[src/rtl/gray_pkg.sv]
// rtl/gray_pkg.sv - shared Gray-code helpers for the gray counter family
// Contents:
//   GRAY_MAX_W      widest vector the helpers accept
//   bin2gray(b)     b ^ (b >> 1), zero-extend narrower operands into 64 bits
//   gray2bin(g)     prefix-XOR inverse of bin2gray, for benches
package gray_pkg;

  localparam int GRAY_MAX_W = 64;

  // Zero upper bits stay zero through the shift/XOR, so callers can
  // zero-extend a narrow operand and truncate the result back.
  function automatic logic [GRAY_MAX_W-1:0] bin2gray(input logic [GRAY_MAX_W-1:0] b);
    return b ^ (b >> 1);
  endfunction

  function automatic logic [GRAY_MAX_W-1:0] gray2bin(input logic [GRAY_MAX_W-1:0] g);
    logic [GRAY_MAX_W-1:0] b;
    b[GRAY_MAX_W-1] = g[GRAY_MAX_W-1];
    for (int i = GRAY_MAX_W - 2; i >= 0; i--) begin
      b[i] = b[i+1] ^ g[i];
    end
    return b;
  endfunction

endpackage

[src/rtl/gray_counter.sv]
// rtl/gray_counter.sv - parametrised up/down Gray counter with load and wrap/saturate limit
// Parameters:
//   WIDTH        counter width, 2..64
//   SATURATE     0 = wrap modulo 2^WIDTH, 1 = hold at the limits
//   RESET_VALUE  binary value forced while reset_i is high
// Ports:
//   clk_i         in   1      rising-edge clock
//   reset_i       in   1      asynchronous active-high reset
//   incr_i        in   1      +1 request
//   decr_i        in   1      -1 request
//   load_i        in   1      synchronous load, highest priority
//   load_value_i  in   WIDTH  binary value to load
//   count_o       out  WIDTH  Gray count, straight from a flop (CDC-safe)
//   count_bin_o   out  WIDTH  binary count, same alignment as count_o
//   limit_o       out  1      registered wrap / blocked-step pulse
module gray_counter
  import gray_pkg::*;
#(
  parameter int WIDTH       = 4,
  parameter bit SATURATE    = 1'b0,
  parameter int RESET_VALUE = 0
) (
  input  logic             clk_i,
  input  logic             reset_i,
  input  logic             incr_i,
  input  logic             decr_i,
  input  logic             load_i,
  input  logic [WIDTH-1:0] load_value_i,
  output logic [WIDTH-1:0] count_o,
  output logic [WIDTH-1:0] count_bin_o,
  output logic             limit_o
);

  if (WIDTH < 2 || WIDTH > GRAY_MAX_W) begin : g_bad_width
    $error("gray_counter: WIDTH must be in 2..64");
  end

  if (RESET_VALUE < 0 || (WIDTH < 32 && RESET_VALUE >= (1 << WIDTH))) begin : g_bad_reset
    $error("gray_counter: RESET_VALUE must be in 0..2^WIDTH-1");
  end

  localparam logic [WIDTH-1:0] RESET_BIN  = WIDTH'(RESET_VALUE);
  localparam logic [WIDTH-1:0] RESET_GRAY = WIDTH'(bin2gray(GRAY_MAX_W'(RESET_BIN)));

  logic [WIDTH-1:0] bin_q, bin_d;
  logic [WIDTH-1:0] gray_q, gray_d;
  logic             limit_q, limit_d;

  logic at_max, at_min, step_up, step_dn;

  always_comb begin
    bin_d   = bin_q;
    limit_d = 1'b0;
    at_max  = &bin_q;
    at_min  = ~|bin_q;
    // Simultaneous incr/decr cancels out and is treated as idle.
    step_up = incr_i && !decr_i;
    step_dn = decr_i && !incr_i;

    if (load_i) begin
      bin_d = load_value_i;
    end else if (step_up) begin
      limit_d = at_max;
      // WIDTH-bit add wraps all-ones to zero on its own.
      if (!(SATURATE && at_max)) begin
        bin_d = bin_q + WIDTH'(1);
      end
    end else if (step_dn) begin
      limit_d = at_min;
      if (!(SATURATE && at_min)) begin
        bin_d = bin_q - WIDTH'(1);
      end
    end

    // Gray is re-derived from the next binary value and registered, so
    // count_o never passes through combinational logic after the flop.
    gray_d = WIDTH'(bin2gray(GRAY_MAX_W'(bin_d)));
  end

  always_ff @(posedge clk_i or posedge reset_i) begin
    if (reset_i) begin
      bin_q   <= RESET_BIN;
      gray_q  <= RESET_GRAY;
      limit_q <= 1'b0;
    end else begin
      bin_q   <= bin_d;
      gray_q  <= gray_d;
      limit_q <= limit_d;
    end
  end

  assign count_o     = gray_q;
  assign count_bin_o = bin_q;
  assign limit_o     = limit_q;

endmodule

[config.mk]
export PLATFORM = sky130hd
export DESIGN_NAME = gray_counter
export DESIGN_NICKNAME = d
export VERILOG_FILES = /design/src/rtl/gray_pkg.sv /design/src/rtl/gray_counter.sv
export SDC_FILE = /design/constraint.sdc
export NUM_CORES = 1
export LEC_CHECK = 0
export CAP_MARGIN = 20
export CORE_MARGIN = 4
export CORE_UTILIZATION = 43
export DETAILED_ROUTE_END_ITERATION = 7
export GPL_TIMING_DRIVEN = 0
export HOLD_SLACK_MARGIN = 0.03
export PLACE_DENSITY = 0.75
export SKIP_LAST_GASP = 1
export SYNTH_ARGS = -nofsm -noshare
export SYNTH_HDL_FRONTEND = slang
export SYNTH_SLANG_ARGS = --single-unit
export TNS_END_PERCENT = 20
[constraint.sdc]
create_clock -name clk_i -period 1.75 [get_ports clk_i]
set_input_delay 0.4375 -clock clk_i [delete_from_list [all_inputs] [get_ports clk_i]]
set_output_delay 0.4375 -clock clk_i [all_outputs]
set_load 0.02 [all_outputs]
==> results.rst, run 1 <==
.. list-table::
   :header-rows: 1

   * - Metric
     - Value
   * - Failing checks
     - negative setup slack
   * - Fmax
     - 564 MHz
   * - Final Hold Vio Count
     - 0
   * - Global router's overall resource usage
     - 13.2%
   * - Number of enable flip-flop cells after synthesis
     - 0
   * - Yosys cell types
     - 23
   * - Status
     - complete, but fails checks
   * - Xor/xnor share of the synthesized area
     - 15.0%
   * - Clock H-tree levels
     - 1
   * - Critical path start-end classification
     - reg -> out
   * - Insertion delay of the later-clocked pin in the worst-skew pair
     - 0.25 ns
   * - Global-route wire length before repair
     - 1840 µm
   * - Clock tree from TritonCTS
     - yes
   * - Number of primary I/O pins
     - 18
   * - Clock power frac
     - approximately 22%
   * - Mapped Avg Cell Area
     - 10.6 µm²
   * - Largest clock skew in the final design
     - approximately 0.008 ns
   * - Total chip power
     - roughly 0.00066 W
   * - Primary FF master, synth
     - sky130_fd_sc_hd__dfrtp_1
   * - Floorplan die area
     - 1940 µm²
   * - Horizontal die dimension
     - 44.1 µm
   * - Number of synthesized register bits
     - 8
   * - Syn nets
     - 65
   * - Classification of the worst-slack hold path
     - in -> async
   * - Area fraction in compound gates after synthesis
     - ~15%
   * - # DRC
     - 0
   * - Clock tree buffer depth
     - 2
   * - Cell type group with the largest total delay on the critical path
     - buffers and inverters
   * - Final Critical Period
     - roughly 1.8 ns
   * - Sequential cell area fraction in the yosys report
     - 35.8%
   * - Area share of and/or/nand/nor cells after synthesis
     - 18.3%
   * - Detailed-route via count
     - 430
   * - Crit path max fanout
     - 6
   * - Part of the cycle the worst path needs
     - 101%
   * - Post-Synth Adder-Cell Area
     - 6.71%
   * - Overflow after GRT
     - 0
   * - Final setup violation count
     - 2
   * - Placeable core region
     - ~1200 µm²
   * - Cell internal pwr
     - 0.000435 W
   * - # Max-Cap Violations
     - 0
   * - Part of the total power dissipated in combinational logic
     - a little over 40%
   * - Iter 0 DRT Violations
     - 4
   * - Layout cells sized above 1
     - 14.1%
   * - Final antenna-violating net count
     - 0
   * - Setup crit end kind
     - output pin
   * - Startpoint type of the worst setup path
     - register
   * - Global placement routability congestion
     - 0.702
   * - Net Switching
     - 0.000224 W
   * - Peak per-stage delay on the critical path
     - 0.65 ns
   * - Worst slew margin relative to its limit
     - 60.2%
   * - Total instance count after detailed placement
     - 82
   * - Fin. max-slew vios
     - 0
   * - Final instance count without filler cells
     - 85
   * - Half-perimeter wire length of the detailed placement result
     - around 880 µm
   * - Total power density per cell area
     - about 870 nW/µm²
   * - Number of diodes
     - 0
   * - Number of standard cells after synthesis
     - 53
   * - Syn. warnings
     - 0
   * - Number of iterations in the first detailed-routing pass
     - 5
   * - Worst ir drop on vdd
     - 0.509 mV
   * - Critical Path AT
     - between 1 and 1.5 ns
   * - Post-synth ARST share
     - 100%
   * - Largest family of logic cells by synthesized area
     - simple AND/OR/NAND/NOR gates
   * - Number of buffer cells added on primary ports
     - 15
   * - Post-layout worst setup margin
     - -0.0224 ns
   * - Top cells by area in the synthesized netlist
     - sky130_fd_sc_hd__dfrtp_1 (36%), sky130_fd_sc_hd__o31ai_4 (7.6%), sky130_fd_sc_hd__ha_1 (6.7%)
   * - Switching Fraction
     - 34.0%
   * - Number of antenna violations at the first check in global routing
     - 0
   * - Minimum setup slack after placement
     - -0.249 ns
   * - Starting density of the core
     - 47.8%
   * - Relative contribution of sequential cells to total power
     - 37.1%
   * - Number of buffers added for setup after CTS
     - 0
   * - Mapped cell area
     - 559 µm²
   * - Sum of routed wire length over all layers
     - approximately 1200 µm
   * - Utilization after layout
     - 64.6%
   * - Post-route setup TNS
     - -0.0385 ns
   * - Leakage Power
     - approximately 0.35 nW
   * - Required time worst endpoint
     - between 1 and 1.5 ns
   * - Post-DR vias/cell
     - 5.06
   * - Die H
     - 44.1 µm
   * - Clock root buffer
     - sky130_fd_sc_hd__clkbuf_4
   * - Area growth, synth to finish
     - 35.3%
   * - Total number of clock tree sinks
     - 8
   * - RSZ-0062 raised after global routing
     - yes
   * - CTS clk-pin slew, worst paths
     - 0.06 ns
   * - Worst Max-Slew Pin Slew
     - about 0.6 ns
   * - Synth top cells by count
     - sky130_fd_sc_hd__dfrtp_1 (8), sky130_fd_sc_hd__nand2_1 (8), sky130_fd_sc_hd__xor2_1 (4)
   * - Post-synth top area share
     - 35.8%
   * - TritonCTS buffer count
     - 3
   * - Number of standard-cell rows in the floorplan
     - 12
   * - Buffers and inverters on the worst path
     - 1
   * - Final layout net count
     - 85
   * - Worst path slowest cell
     - sky130_fd_sc_hd__clkdlybuf4s50_1
   * - Wire length per cell
     - approximately 14 µm
   * - Pin count of the biggest net entering global routing
     - 11
   * - Multiplexer fraction of the synthesized cell area
     - 3.58%
   * - Biggest area consumer among synthesized cells
     - sky130_fd_sc_hd__dfrtp_1
   * - CP cell instances
     - clkdlybuf4s50_1
   * - Vias in the first global route
     - 438
==> final cells by class <==
type / instances / area (µm²)
buffer: 3 / 22.5
timing repair buffer: 15 / 151
multi-input combinational: 39 / 330
tap: 14 / 17.5
sequential: 8 / 201
inverter: 3 / 11.3
fill: 104 / 414
clock buffer: 3 / 22.5
==> power by group through the flow <==
stage | clock, W | combinational (W) | sequential (W)
after global placement | 0 | 0.000269 | 0.000245
after CTS | 0.000146 | 0.000275 | 0.000245
final | 0.000143 | 0.000271 | 0.000244
after detailed placement | 0 | 0.000275 | 0.000248
after global routing | 0.000157 | 0.000292 | 0.000250
after floorplan | 0 | 0.000129 | 0.000283
==> per-layer routing <==
layer	wire (µm)	track usage (%)	vias to the layer above
li1	-	-	212
met1	453	12.5	198
met2	600	26.7	18
met3	86	2.44	2
met4	15	5.42	0
met5	0	0	-
==> logic make-up after synthesis <==
| family | after synthesis |
|---|---|
| xor gates and xnor gates | 8 |
| AOI/OAI and AO/OA | 7 |
| adders and majority gates | 3 |
| and+or+nand+nor | 19 |
| buffers and inverters | 6 |
| DFF | 8 |
| muxes | 2 |
==> sequential cells by signal, summed over array words and instances (netlist names) <==
register / count
count_bin_o: 4
count_o: 3
limit_o: 1
==> what timing repair did <==
item	4_1_cts	5_1_grt
setup endpoints to repair	5	6
resized for setup	2	2
pin swaps	0	0
hold buffers	0	0
==> cell usage in the layout (no fill, tap or decap), drive strengths merged <==
cell / n
a21boi: 1
a2bb2oi: 1
and2: 1
and3b: 1
buf: 2
clkbuf: 4
clkdlybuf4s50: 13
dfrtp: 8
dlygate4sd2: 1
dlymetal6s2s: 1
ha: 3
inv: 3
mux2i: 2
nand2: 8
nand3b: 3
nor2: 1
nor2b: 3
nor3: 1
nor3b: 1
o21ai: 2
o22ai: 1
o31ai: 2
xnor2: 3
xnor3: 1
xor2: 4
==> metrics by stage <==
step,hold WS [ns],instance area [µm²]
3_3_place_gp,0.672,727
4_1_cts,0.446,749
5_1_grt,0.460,757
3_5_place_dp,0.693,727
6_report,0.429,757
2_1_floorplan,0.253,559
==> path summary, 6_finish.rpt <==
kind                                        to  slack, ns  depth (start not counted)           start
min in group clk_i              count_bin_o[3]       0.65                          2  count_bin_o[3]
worst max register to register      count_o[1]       0.10                          6  count_bin_o[0]
worst max-delay path            count_bin_o[0]      -0.02                          1  count_bin_o[0]
worst min-delay path                   limit_o       0.43                          2         reset_i
max in group asynchronous       count_bin_o[3]       1.06                          2         reset_i
worst min register to register  count_bin_o[3]       0.65                          2  count_bin_o[3]
Power figures use the tool's default switching activity.
==> run 2: changes to the inputs <==
--- a/config.mk
+++ b/config.mk
@@ -14,3 +14,2 @@
 export PLACE_DENSITY = 0.75
-export SKIP_LAST_GASP = 1
 export SYNTH_ARGS = -nofsm -noshare
==> constraint.sdc (replaced) <==
create_clock -name clk_i -period 1.75 [get_ports clk_i]
set_input_delay 0.2625 -clock clk_i [delete_from_list [all_inputs] [get_ports clk_i]]
set_output_delay 0.2625 -clock clk_i [all_outputs]
set_load 0.02 [all_outputs]
==> run 2 against run 1 <==
Effect of this change: the flow now finishes without violations; global-route usage is 0.073 points higher; highest routed layer unchanged; critical endpoint is now count_o[3]; largest power group unchanged; core utilization is 0.43 points lower; count of clock-buffer cells in the layout stayed put; final area is 0.66% lower; worst hold slack worse by 0.17 ns; clock power hardly changed; setup slack better by 0.13 ns.
==> results.rst, run 2 (same netlist as run 1, synthesis figures left out) <==
.. list-table::
   :header-rows: 1

   * - Metric
     - Value
   * - CTS clk-pin slew, worst paths
     - 0.06 ns (about the same)
   * - Number of iterations in the first detailed-routing pass
     - 5 (unchanged)
   * - Flip-flop count of the largest register after layout
     - 4 (unchanged)
   * - Number of buffer cells added on primary ports
     - 15 (unchanged)
   * - RSZ-0062 raised after global routing
     - no
   * - Length in cells of the worst reg-to-reg path
     - 6 (unchanged)
   * - Required time worst endpoint
     - 1.49 ns (+0.18 ns)
   * - Number of diodes
     - 0 (unchanged)
   * - Number of buffers added for setup after CTS
     - 0 (unchanged)
   * - Worst ir drop on vdd
     - 0.500 mV (-1.8%)
   * - Leakage Power
     - 0.332 nW (-4.4%)
   * - # DRC
     - 0 (unchanged)
   * - TritonCTS buffer count
     - 3 (unchanged)
   * - Setup crit end kind
     - output pin
   * - Number of buffers inserted by hold repair at cts
     - 0 (unchanged)
   * - Area post-placement
     - 727 µm² (unchanged)
   * - Fmax
     - 611 MHz (+8.2%)
   * - Final antenna-violating net count
     - 0 (unchanged)
   * - Most frequent cells in the layout
     - sky130_fd_sc_hd__clkdlybuf4s50_1 (15), sky130_fd_sc_hd__nand2_1 (8), sky130_fd_sc_hd__dfrtp_1 (6)
   * - Total number of clock tree sinks
     - 8 (unchanged)
   * - Fin. max-slew vios
     - 0 (unchanged)
   * - Total chip power
     - 0.000659 W (-0.10%)
   * - Total power density per cell area
     - 876 nW/µm² (+0.56%)
   * - FF-to-FF setup slack
     - 0.11 ns (about the same)
   * - Number of antenna violations at the first check in global routing
     - 0 (unchanged)
   * - Number of standard-cell rows in the floorplan
     - 12 (unchanged)
   * - Sum of routed wire length over all layers
     - 1120 µm (-3.4%)
   * - Iter 0 DRT Violations
     - 5 (+1)
   * - # Max-Cap Violations
     - 0 (unchanged)
   * - Wire length per cell
     - 13.1 µm (-3.4%)
   * - Final layout net count
     - 85 (unchanged)
   * - Critical Path AT
     - 1.38 ns (+0.05 ns)
   * - Area growth, synth to finish
     - 34.5%
   * - Final instance count without filler cells
     - 85 (unchanged)
   * - Worst Max-Slew Pin Slew
     - 0.591 ns (-0.00591 ns)
   * - Half-perimeter wire length of the detailed placement result
     - 880 µm (unchanged)
   * - Source of the critical timing path
     - count_bin_o[3]
   * - Classification of the worst-slack hold path
     - in -> async
   * - Die H
     - 44.1 µm (unchanged)
   * - Clock root buffer
     - sky130_fd_sc_hd__clkbuf_4
   * - Status
     - finished, final reports clean
   * - Total instance count after detailed placement
     - 82 (unchanged)
   * - Layout cells sized above 1
     - 14.1% (unchanged)
   * - Clock H-tree levels
     - 1 (unchanged)
   * - Worst slew margin relative to its limit
     - 60.6% (+0.39 points)
   * - Global router's overall resource usage
     - 13.3% (+0.073 points)
   * - Startpoint of the worst-slack reg-to-reg timing path
     - count_bin_o[1]
   * - Startpoint type of the worst setup path
     - register
   * - Final-layout fill cell count
     - 102 (-1.9%)
   * - CP Capture Point
     - count_o[3]
   * - Post-DR vias/cell
     - 4.98 (-1.6%)
   * - Final setup violation count
     - 0 (-2)
   * - Endpoint of the most critical register-to-register path
     - count_o[1]
   * - Crit path max fanout
     - 6 (unchanged)
   * - Number of primary I/O pins
     - 18 (unchanged)
   * - Placeable core region
     - 1170 µm² (unchanged)
   * - Insertion delay of the later-clocked pin in the worst-skew pair
     - 0.25 ns (about the same)
   * - Largest clock skew in the final design
     - 0.00566 ns (-0.00214 ns)
   * - Final Critical Period
     - 1.64 ns (-0.135 ns)
   * - Clock tree from TritonCTS
     - yes
   * - Floorplan die area
     - 1940 µm² (unchanged)
   * - Final Hold Vio Count
     - 0 (unchanged)
   * - Global placement routability congestion
     - 0.702 (unchanged)
   * - Global-route wire length before repair
     - 1850 µm (+0.38%)
   * - Overflow after GRT
     - 0 (unchanged)
   * - Part of the cycle the worst path needs
     - 93.6% (-7.7 points)
   * - Clock tree buffer depth
     - 2 (unchanged)
   * - Vias in the first global route
     - 436 (-0.46%)
   * - Pin count of the biggest net entering global routing
     - 11 (unchanged)
   * - Most common cell after layout, fill and taps aside
     - sky130_fd_sc_hd__clkdlybuf4s50_1
   * - Critical path start-end classification
     - reg -> out
   * - Starting density of the core
     - 47.8% (unchanged)
   * - Detailed-route via count
     - 423 (-1.6%)
   * - Post-layout instance area
     - 752 µm² (-0.66%)
   * - Horizontal die dimension
     - 44.1 µm (unchanged)
-- run 2: cell count changes in the layout (fill, tap and decap cells not counted), sizes merged --
| cell | previous run | this run |
|---|---|---|
| dlygate4sd2 | 1 | 0 |
| clkdlybuf4s50 | 13 | 15 |
| dlymetal6s2s | 1 | 0 |
-- run 2: power by group --
| group | total, W | switching (W) | leakage [nW] | internal, W |
|---|---|---|---|---|
| clock network | 0.000141 | 0.0000621 | 0.0138 | 0.0000785 |
| logic | 0.000273 | 0.000131 | 0.224 | 0.000142 |
| registers | 0.000245 | 0.0000270 | 0.0948 | 0.000218 |
-- run 2: per-stage QoR --
stage          hold slack (ns)  setup slack, ns  utilization [%]  TNS [ns]
6_report                 0.259            0.112             64.2         0
5_1_grt                  0.285          0.00163             64.2         0
4_1_cts                  0.271           0.0362             64.0         0
3_5_place_dp             0.540          -0.0745             62.1    -0.129
3_3_place_gp             0.531          -0.0682             62.1   -0.0682
2_1_floorplan           0.0782            0.119                -         0
-- run 2: per-layer routing --
layer / GRT usage, % / wire length [µm] / part of all wire (%)
met1: 13.3 / 431 / 39
met2: 26.2 / 591 / 53
met3: 2.44 / 78 / 7.0
met4: 5.42 / 15 / 1.3
met5: 0 / 0 / 0
-- run 2: area by class of cell --
class	instances	area [µm²]	area share [%]
multi-input cells	39	325	43.3
flip-flops and latches	8	203	27.0
repair buffers	15	150	20.0
clock buffers	3	22.5	3.00
plain buffers	3	22.5	3.00
well taps	14	17.5	2.33
inverters	3	11.3	1.50
-- run 2: how the worst min path moves through the flow --
stage                          end  slack [ns]
finish                     limit_o        0.26
global route               limit_o        0.29
CTS                 count_bin_o[3]        0.27
detailed placement  count_bin_o[3]        0.54
global placement    count_bin_o[3]        0.53
floorplan           count_bin_o[0]        0.08
-- run 2: worst max-delay path, stage by stage (launching register included) --
cell and delay (ns):
sky130_fd_sc_hd__dfrtp_2 0.42, sky130_fd_sc_hd__buf_4 0.12, sky130_fd_sc_hd__clkdlybuf4s50_1 0.58
-- run 2: repair_timing --
| item | in CTS | in global routing |
|---|---|---|
| setup endpoints to repair | 0 | 2 |
| resized for setup | 0 | 2 |
| hold endpoints to repair | 0 | 0 |
